===== src/rtl/tx_frame_scheduler_pkg.sv =====
// Shared link definitions: state encoding, K28.5 byte and frame bit positions.
// Used by both the transmit scheduler and the receive-side deframer.
package tx_frame_scheduler_pkg;

    localparam logic [1:0] ST_IDLE  = 2'd0;
    localparam logic [1:0] ST_TRAIN = 2'd1;
    localparam logic [1:0] ST_RUN   = 2'd2;

    localparam logic [7:0] K28_5 = 8'hBC;

    localparam int FRAME_MARK_BIT   = 7;
    localparam int FRAME_LOCK_BIT   = 6;
    localparam int FRAME_MASTER_BIT = 5;
    localparam int FRAME_DATA_MSB   = 4;
    localparam int FRAME_DATA_LSB   = 1;
    localparam int FRAME_PARITY_BIT = 0;

    typedef struct packed {
        logic       k;
        logic [7:0] data;
    } sym_t;

    // Parity bit chosen so that the whole byte XORs to 1 (odd parity).
    function automatic logic odd_parity(input logic [6:0] body);
        return ~(^body);
    endfunction

endpackage


===== src/rtl/tx_frame_pack.sv =====
// Combinational formation of a data frame byte: marker, lock, master,
// four channel bits and an odd-parity bit.
module tx_frame_pack
    import tx_frame_scheduler_pkg::*;
(
    input  logic [3:0] i_data,
    input  logic       i_local_lock,
    input  logic       i_master,
    output logic [7:0] o_byte
);

    logic [7:0] w_byte;

    always_comb begin
        w_byte                                  = '0;
        w_byte[FRAME_MARK_BIT]                  = 1'b1;
        w_byte[FRAME_LOCK_BIT]                  = i_local_lock;
        w_byte[FRAME_MASTER_BIT]                = i_master;
        w_byte[FRAME_DATA_MSB:FRAME_DATA_LSB]   = i_data;
        w_byte[FRAME_PARITY_BIT]                = odd_parity(w_byte[FRAME_MARK_BIT:FRAME_DATA_LSB]);
    end

    assign o_byte = w_byte;

endmodule


===== src/rtl/tx_frame_scheduler.sv =====
// Link transmit sequencer: IDLE/TRAIN/RUN state machine answering symbol
// requests from the serializer with K28.5 commas or packed data frames.
module tx_frame_scheduler
    import tx_frame_scheduler_pkg::*;
#(
    parameter int TRAIN_LEN    = 16,
    parameter int COMMA_PERIOD = 4
) (
    input  logic       i_clk,
    input  logic       i_res,
    input  logic       i_en,
    input  logic       i_retrain,
    input  logic [3:0] i_data,
    input  logic       i_local_lock,
    input  logic       i_master,
    input  logic       i_sym_req,
    output logic       o_sym_valid,
    output logic       o_sym_k,
    output logic [7:0] o_sym_data,
    output logic [1:0] o_state,
    output logic       o_overrun
);

    logic [1:0] r_state;
    logic [7:0] r_train_cnt;
    logic [3:0] r_slot;
    logic       r_acc_prev;
    logic       r_valid;
    sym_t       r_sym;
    logic       r_overrun;

    logic       w_req_acc;
    logic       w_req_drop;
    logic       w_sym_k;
    logic [7:0] w_frame;

    // A request directly behind an accepted one is an overrun and is dropped.
    assign w_req_acc  = i_sym_req & ~r_acc_prev;
    assign w_req_drop = i_sym_req &  r_acc_prev;

    // Symbol type comes from the state before any change made on this cycle.
    assign w_sym_k = (r_state != ST_RUN) || (r_slot == 4'd0);

    tx_frame_pack u_pack (
        .i_data       (i_data),
        .i_local_lock (i_local_lock),
        .i_master     (i_master),
        .o_byte       (w_frame)
    );

    always_ff @(posedge i_clk) begin
        if (i_res) begin
            r_state     <= ST_IDLE;
            r_train_cnt <= '0;
            r_slot      <= '0;
            r_acc_prev  <= 1'b0;
            r_valid     <= 1'b0;
            r_sym.k     <= 1'b1;
            r_sym.data  <= K28_5;
            r_overrun   <= 1'b0;
        end else begin
            r_valid    <= w_req_acc;
            r_acc_prev <= w_req_acc;

            if (w_req_acc) begin
                r_sym.k    <= w_sym_k;
                r_sym.data <= w_sym_k ? K28_5 : w_frame;
            end

            if (w_req_drop) begin
                r_overrun <= 1'b1;
            end

            if (!i_en) begin
                r_state     <= ST_IDLE;
                r_train_cnt <= '0;
                r_slot      <= '0;
            end else if (i_retrain && (r_state != ST_IDLE)) begin
                r_state     <= ST_TRAIN;
                r_train_cnt <= '0;
                r_slot      <= '0;
            end else begin
                case (r_state)
                    ST_IDLE: begin
                        r_state     <= ST_TRAIN;
                        r_train_cnt <= '0;
                        r_slot      <= '0;
                    end
                    ST_TRAIN: begin
                        if (w_req_acc) begin
                            if (r_train_cnt == 8'(TRAIN_LEN - 1)) begin
                                r_state     <= ST_RUN;
                                r_train_cnt <= '0;
                                r_slot      <= '0;
                            end else begin
                                r_train_cnt <= r_train_cnt + 8'd1;
                            end
                        end
                    end
                    ST_RUN: begin
                        if (w_req_acc) begin
                            r_slot <= (r_slot == 4'(COMMA_PERIOD - 1)) ? 4'd0 : r_slot + 4'd1;
                        end
                    end
                    default: begin
                        r_state     <= ST_IDLE;
                        r_train_cnt <= '0;
                        r_slot      <= '0;
                    end
                endcase
            end
        end
    end

    assign o_sym_valid = r_valid;
    assign o_sym_k     = r_sym.k;
    assign o_sym_data  = r_sym.data;
    assign o_state     = r_state;
    assign o_overrun   = r_overrun;

endmodule


===== config.mk =====
export PLATFORM = sky130hd
export DESIGN_NAME = tx_frame_scheduler
export DESIGN_NICKNAME = d
export VERILOG_FILES = /design/src/rtl/tx_frame_scheduler_pkg.sv /design/src/rtl/tx_frame_pack.sv /design/src/rtl/tx_frame_scheduler.sv
export SDC_FILE = /design/constraint.sdc
export NUM_CORES = 1
export LEC_CHECK = 0
export ABC_AREA = 1
export CORE_MARGIN = 1.5
export CORE_UTILIZATION = 45
export CTS_CLUSTER_DIAMETER = 30
export DETAILED_ROUTE_END_ITERATION = 8
export DONT_BUFFER_PORTS = 1
export PLACE_DENSITY_LB_ADDON = 0.08
export SYNTH_ARGS = -nofsm -noshare
export SYNTH_HDL_FRONTEND = slang
export SYNTH_HIERARCHICAL = 1
export SYNTH_SLANG_ARGS = --single-unit
export TNS_END_PERCENT = 100

===== constraint.sdc =====
create_clock -name i_clk -period 1.7 [get_ports i_clk]
set_clock_uncertainty 0.2 [all_clocks]
set_input_delay 0.255 -clock i_clk [delete_from_list [all_inputs] [get_ports i_clk]]
set_output_delay 0.255 -clock i_clk [all_outputs]
set_load 0.03 [all_outputs]

; Word-level counts from Yosys, hierarchy flattened
; Index checks and enable logic that the tools add are counted.
[totals]
register_bits = 25
output_inout_bits = 13
word_cells = 52
[op_classes]
addsub = 2
n_eq_ne = 11
mux = 13
n_bitwise = 6
reduce_logical = 12
[ops]
columns = operator, count
row1 = 2-to-1 mux 4 bit, 4
row2 = 2-to-1 mux 8 bit, 2
row3 = one-hot mux 8 bit (2 select lines), 1
row4 = != test 2 bit (second input constant), 5
row5 = AND reduction 3 bit, 3
row6 = adder 8 x 1 -> 8 bit (second input constant), 1
row7 = equality test 8 x 4 -> 1 bit (second input constant), 1
row8 = one-hot mux 4 bit (2 select lines), 1
row9 = 2-to-1 mux 7 bit, 1
row10 = parity 7 bit, 1
row11 = != test 3 bit (second input constant), 2
row12 = one-hot mux 2 bit (3 select lines), 1
row13 = adder 4 x 1 -> 4 bit (second input constant), 1
row14 = equality test 4 x 2 -> 1 bit (second input constant), 1
row15 = logical NOT 4 bit, 1
row16 = 2-to-1 mux 2 bit, 2
row17 = inverter 1 bit, 4
row18 = OR reduction 3 bit, 1
row19 = bitwise AND 1 bit, 2
row20 = equality test 2 x 1 -> 1 bit (second input constant), 1
row21 = equality test 2 bit (second input constant), 1
row22 = logical NOT 2 bit, 1
row23 = AND reduction 2 bit, 1
row24 = nonzero test 2 bit, 1
row25 = other kinds (4), 4

; Longest topological paths before layout
; Gate-level depths: netlist of run 1.
[depth]
ltp_word = 5
ltp_mapped = 9
depth_no_buf = 8

; Cells and area by module
; Netlist of run 1, hierarchy kept.
[by_module_without_submodules]
columns = module, n_inst, cells_each, area_per_inst_um2, seq_area_each_um2
row1 = tx_frame_scheduler, 1, 170, 1187.4, 500.5
row2 = tx_frame_pack, 1, 33, 162.7, 0.0

; Least setup slack after synthesis of run 1
; No wires, ideal clock.
[synth_timing]
path_type = reg2reg
from = reg r_state[1] (netlist: o_state[1])
to = reg r_train_cnt[0]
arrival_ps = 1320
required_ps = 1430
setup_slack_ps = 110
path_stages_with_launch = 9
path_buffers = 1
period_less_slack_ps = 1590
cell_sequence = dfxtp_1 inv_2 nand2_2 inv_2 nand2_2 nand2_2 buf_6 or2_0 a21oi_1
[synth_via]
elab_chain_len = 3
elab_cells_between_ends = 9
classes_between = 3 x eq/ne / 1 x mux / 1 x bitwise / 4 x reduce/logical
[synth_rtl]
columns = item, line
row1 = from (decl), tx_frame_scheduler.sv:24  ; logic [1:0] r_state;
row2 = from (signal assigned), tx_frame_scheduler.sv:53  ; r_state <= ST_IDLE;
row3 = from (signal assigned), tx_frame_scheduler.sv:75  ; r_state <= ST_IDLE;
row4 = from (signal assigned), tx_frame_scheduler.sv:79  ; r_state <= ST_TRAIN;
row5 = "equality test 2 x 1 -> 1 bit, or another cell as far along", tx_frame_scheduler.sv:83  ; case (r_state)
row6 = "!= test 2 bit (no line), or another cell as far along", n/a
row7 = AND reduction 2 bit (no line) or OR reduction 3 bit (tied branches), n/a
row8 = to (signal assigned), tx_frame_scheduler.sv:96  ; r_train_cnt <= r_train_cnt + 8'd1;
row9 = to (decl), tx_frame_scheduler.sv:25  ; logic [7:0] r_train_cnt;
; Parallel ways exist; a longest one is shown, timed or not.
; A chain may end at the register's enable or synchronous reset.

; Final worst setup path of run 1
[layout_timing]
from = reg r_train_cnt[0]
to = reg r_state[0] (netlist: o_state[0])
[layout_via]
elab_chain_len = 3
[layout_rtl]
columns = item, line
row1 = equality test 8 x 4 -> 1 bit, tx_frame_scheduler.sv:91  ; if (r_train_cnt == 8'(TRAIN_LEN - 1)) begin
row2 = != test 3 bit (no line), n/a
row3 = AND reduction 3 bit (no line), n/a
row4 = to (signal assigned), tx_frame_scheduler.sv:85  ; r_state <= ST_TRAIN;
row5 = to (signal assigned), tx_frame_scheduler.sv:92  ; r_state <= ST_RUN;
row6 = to (signal assigned), tx_frame_scheduler.sv:106  ; r_state <= ST_IDLE;
; No other way between the ends.

==> run metrics, run 1 <==
status complete, but fails checks; failing checks DRC; largest net degree at the start of global routing 15; Clock Pin Slew Worst Setup and Hold Paths roughly 0.14 ns; Final ANT Viol Nets 0; synthesized instance count around 200; Yosys top cell by area dfxtp_1; unrepaired setup endpoints after global routing no; Syn Std Cell Area about 1400 um2; FF+latch area 500 um2; area occupied by multi-input gates 707 um2; reg2reg setup slack roughly 0.12 ns; GP Congestion around 0.84; max-slew violations 0; CP max FO 4; final hold viol count 0; fillers between 200 and 300; CTS Buffer Depth 2; CP top delay family simple AND/OR/NAND/NOR gates; Via Count roughly 1,300; number of max-cap violations 0; Worst path max stage delay around 0.40 ns; P per Cell Area 677 nW/um2; Synth top cells by count nand2_1, dfxtp_1, nand3_1; CP Launch Type flop; io pins 24; Yosys cell types 26; Die ar. about 3300 um2; Setup Buffers After CTS 0; Hold Slack between 0.06 and 0.07 ns; Top FF cell, synth dfxtp_1; CP max-delay cell dfxtp_1; CTS Buf Count 3; Final period util 0.927; Fin Setup TNS 0 ns; # setup viols final 0; Tmin final between 1.5 and 2 ns; area grow syn2layout 12.5%; DRC errors left 2; die height slightly below 60 um; clk root buf clkbuf_4; initial antenna violation count 0; top-count cell post-synth nand2_1; required time worst endpoint around 1.7 ns; Yosys reg bits 25; routed len/inst between 10 and 15 um; fmax ~630 MHz; post-detail-place hpwl approximately 2100 um; number of enable flip-flop cells after synthesis 0; Buf/Inv on CP 1; drt first pass iters 6; largest cells by area after synthesis dfxtp_1, nand2_1, nand3_1, a21oi_1, nor2_1; DRT iter0 DRCs 47; critical path class flop to flop; Core Area 2810 um2; DR vias/cell about 5.1; clk sinks 25; Synthesized Nets 217; htree depth 1; Crit. End Element flop; Ant. Diodes 0; average size of a mapped cell 6.65 um2; gr usage total 0.186; vias in the first global route roughly 1,200; input/output buffers 0; CP Cell Sequence ha_1 > nand3_1 > nor2_1 > buf_4 > nand3_1 > a21oi_1 > nor2_1; Worst Hold Class input port to flop; CTS tree yes; total leakage power 0.000641 uW; first-pass GRT wire length 4840 um; sequential-to-total area share from yosys stat 0.371; top-area cell type share of the netlist area 0.371; FFs w/ async S/R, synth 0; nets around 230; Die W ~58 um; Total Wirelength around 2900 um; Max IR drop VDD 0.328 mV; fraction of layout cells with a size suffix above 1 0.102; worst path arrival time 1.62 ns; grt ovf 0; Rows 19; Clk Latency, worst-skew pair approximately 0.33 ns; Ys Warns 6; Initial Util 0.481
[metal layers]
metal | share of wire | global-route usage | routed length [um]
met1 | 0.48 | 0.227 | 1380
met4 | 0.015 | 0.0797 | 42
met2 | 0.45 | 0.308 | 1300
met5 | 0 | 0 | 0
met3 | 0.048 | 0.0491 | 138
[where the power goes]
part / switching [uW] / internal (uW)
clock: 187 / 88.5
combinational: 73.8 / 51.9
sequential: 27.9 / 599
[per-stage QoR]
stage | cells | setup slack, ns | power (uW) | cell area, um2 | util
6_report | 247 | 0.124 | 1030 | 1520 | 0.541
5_1_grt | 247 | 0.00524 | 1080 | 1520 | 0.541
4_1_cts | 247 | 0.0200 | 1030 | 1510 | 0.539
3_5_place_dp | 233 | 0.0461 | 743 | 1380 | 0.493
3_3_place_gp | 233 | 0.113 | 741 | 1380 | 0.493
2_1_floorplan | 203 | 0.110 | 729 | 1350 | -
[cell type report]
class,count,share of cell area
clock inverters,1,0.00329
well taps,31,0.0255
flip-flops and latches,25,0.329
inverters,20,0.0511
clock buffers,3,0.0148
repair buffers,19,0.110
multi-input cells,148,0.465
[state kept, by name, indices dropped and copies added, names as in the netlist]
name and count:
o_sym_data 8, r_train_cnt 8, r_slot 4, o_state 2, o_overrun 1, o_sym_k 1
o_sym_valid 1
[worst register-to-register path: cells and delay by family (launching register included)]
kind	cells	cell delay, ns
and+or+nand+nor	4	0.41
DFF	1	0.40
adders and majority gates	1	0.20
AOI/OAI and AO/OA	1	0.15
buffers and inverters	1	0.13
[final timing paths]
kind,from,end,cells past startpoint
hold / removal,i_master,o_sym_data[0],5
hold reg to reg,r_train_cnt[1],r_train_cnt[1],2
setup reg to reg,r_train_cnt[0],o_state[0],7
setup / recovery,r_train_cnt[0],o_state[0],7
[layout by cell type, fill, tap and decap left out, types with 3 or more instances in the layout]
cell,instances
buf_4,9
nand2_2,3
nand2_1,62
dlygate4sd3_1,10
dfxtp_1,25
nand3_1,23
inv_1,17
clkbuf_4,3
o21ai_0,4
ha_1,3
nor2_1,18
nand4_1,5
a21oi_1,18
[kinds of logic (layout without fill, tap and decap cells)]
kind of cell	count (synthesis)	count (layout)	share of synthesized area
adder cells (fa/ha/maj)	3	3	0.0278
AND/OR/NAND/NOR	116	116	0.373
flip-flops	25	25	0.371
XOR/XNOR	2	2	0.0130
other	1	1	0.00278
AO/OA/AOI/OAI	26	26	0.102
buffers and inverters	30	43	0.111
[repair_timing]
item                                    in CTS  in global routing
endpoints found under the hold margin       12                  0
endpoints found under the setup margin       0                  8
resized for setup                            0                  2
hold buffers                                10                  0
Power figures use the tool's default switching activity.
==> run 2, diff against run 1 <==
--- a/config.mk
+++ b/config.mk
@@ -6,8 +6,10 @@
 export NUM_CORES = 1
 export LEC_CHECK = 0
 export ABC_AREA = 1
+export CELL_PAD_IN_SITES_DETAIL_PLACEMENT = 0
+export CELL_PAD_IN_SITES_GLOBAL_PLACEMENT = 1
 export CORE_MARGIN = 1.5
-export CORE_UTILIZATION = 45
+export CORE_UTILIZATION = 43
 export CTS_CLUSTER_DIAMETER = 30
 export DETAILED_ROUTE_END_ITERATION = 8
 export DONT_BUFFER_PORTS = 1
==> run 2 against run 1 <==
  * The run now ends clean
  * Highest routed layer unchanged
  * Routed wire length is 6.8% higher
  * Die area grew 4.4%
  * Design area increased by 5.3%
  * Via count grew 3.3%
  * Largest power group unchanged
  * Sequential power hardly changed
  * Count of clock-buffer cells in the layout unchanged
  * Global-route usage increased by 1.5 points
==> run metrics, run 2 (synthesis results as in run 1) <==
status finished, final reports clean; initial antenna violation count 0; Final ANT Viol Nets 0; nets 236; worst path arrival time approximately 1.6 ns; Via Count about 1,300; GP Congestion approximately 0.83; DR vias/cell 4.93; r2r worst-path depth 7; Rows 20; Final period util 0.915; Net Sw Power slightly below 300 uW; vias in the first global route approximately 1,300; Sw Share 0.281; Worst Hold Class input port to flop; P_int roughly 750 uW; post-detail-place hpwl 2310 um; commonest non-fill, non-tap cell in the layout nand2_1; total leakage power approximately 0.00066 uW; CP max FO 4; critical path class flop to flop; final hold viol count 0; min-delay src i_sym_req; CP Launch Type flop; max-slew violations 0; drt first pass iters 7; fillers roughly 310; required time worst endpoint ~1.7 ns; Die W 59.0 um; Die ar. roughly 3500 um2; CTS Buf Count 3; Crit. End Element flop; Core Area about 3000 um2; Hold Slack roughly 0.038 ns; Total Wirelength about 3000 um; CTS Buffer Depth 2; number of max-cap violations 0; Ant. Diodes 0; Comb pwr share 0.131; Clk Latency, worst-skew pair 0.33 ns; fraction of layout cells with a size suffix above 1 0.149; htree depth 1; RR Endpoint o_state[0]; Clock Pin Slew Worst Setup and Hold Paths roughly 0.15 ns; Initial Util 0.446; routed len/inst around 12 um; grt ovf 0; Max IR drop VDD about 0.45 mV; sequential power share 0.604; FF-to-FF Start r_train_cnt[0]; CTS tree yes; fmax 643 MHz; area grow syn2layout 18.4%; hold depth 3; reg2reg setup slack around 0.14 ns; Fin Setup TNS 0 ns; unrepaired setup endpoints after global routing yes; most frequent cells in the layout nand2_1, dfxtp_1, nand3_1; Clock Power Share 0.265; Area after DPL approximately 1400 um2; clk sinks 25; gr usage total 0.201; DRC errors left 0; first-pass GRT wire length between 5000 and 6000 um; input/output buffers 0; DRT iter0 DRCs 82; largest net degree at the start of global routing 15; Tmin final 1.56 ns; clk root buf clkbuf_4; fin area roughly 1600 um2; P per Cell Area around 650 nW/um2; die height slightly below 60 um; io pins 24; # setup viols final 0; Worst Hold End o_sym_data[6]
-- run 2: cell count changes in the layout (fill, tap and decap cells not counted), sizes merged --
cell and change:
buf +5, clkinvlp +1, inv -1
-- run 2: timing repair --
action                                  4_1_cts  5_1_grt
endpoints found under the setup margin        0       16
hold buffers                                 10        0
gates resized for setup                       0        9
setup buffers                                 0        4
hold endpoints to repair                     12        0
-- run 2: metal layers --
layer  vias up  GRT usage  part of all wire
li1        682          -                 -
met1       594      0.236              0.43
met2        26      0.360              0.51
met3         5     0.0371             0.042
met4         0     0.0779             0.016
met5         -          0                 0
-- run 2: final cells by class --
type,instances,area (um2),share of cell area
Multi-Input combinational cell,148,729,0.456
Inverter,20,81.3,0.0509
Clock buffer,3,22.5,0.0141
Timing Repair Buffer,24,205,0.128
Sequential cell,25,500,0.313
Tap cell,44,55.1,0.0344
Clock inverter,1,5.00,0.00313
-- run 2: critical path, cell delays in order, from the launching register on --
cell and delay, ns:
dfxtp_1 0.40, ha_1 0.21, nand3_2 0.14, nor2_2 0.15, buf_4 0.12, nand3_1 0.06, a21oi_1 0.13, nor2_1 0.05
-- run 2: power by group through the flow --
stage	logic [uW]	registers (uW)	clock network [uW]
6_report	136	627	275
5_1_grt	156	629	298
4_1_cts	125	627	283
3_5_place_dp	105	640	0
3_3_place_gp	102	640	0
2_1_floorplan	85.7	643	0
-- run 2: worst max path at each step --
| stage | startpoint | cells past startpoint | slack [ns] | to |
|---|---|---|---|---|
| 2_1_floorplan | o_state[1] | 8 | 0.11 | r_train_cnt[0] |
| 3_3_place_gp | r_train_cnt[0] | 6 | 0.11 | r_slot[3] |
| 3_5_place_dp | r_train_cnt[0] | 6 | 0.05 | r_slot[3] |
| 4_1_cts | r_train_cnt[0] | 6 | 0.02 | r_slot[3] |
| 5_1_grt | o_state[1] | 8 | -0.03 | r_train_cnt[7] |
| 6_report | r_train_cnt[0] | 7 | 0.14 | o_state[0] |
-- run 2: metrics by stage --
| stage | util | cells | setup WS [ns] | power, uW |
|---|---|---|---|---|
| floorplan | - | 203 | 0.110 | 729 |
| global placement | 0.465 | 247 | 0.111 | 742 |
| detailed placement | 0.465 | 247 | 0.0519 | 744 |
| CTS | 0.507 | 261 | 0.0175 | 1040 |
| global route | 0.528 | 265 | -0.0287 | 1080 |
| finish | 0.528 | 265 | 0.145 | 1040 |
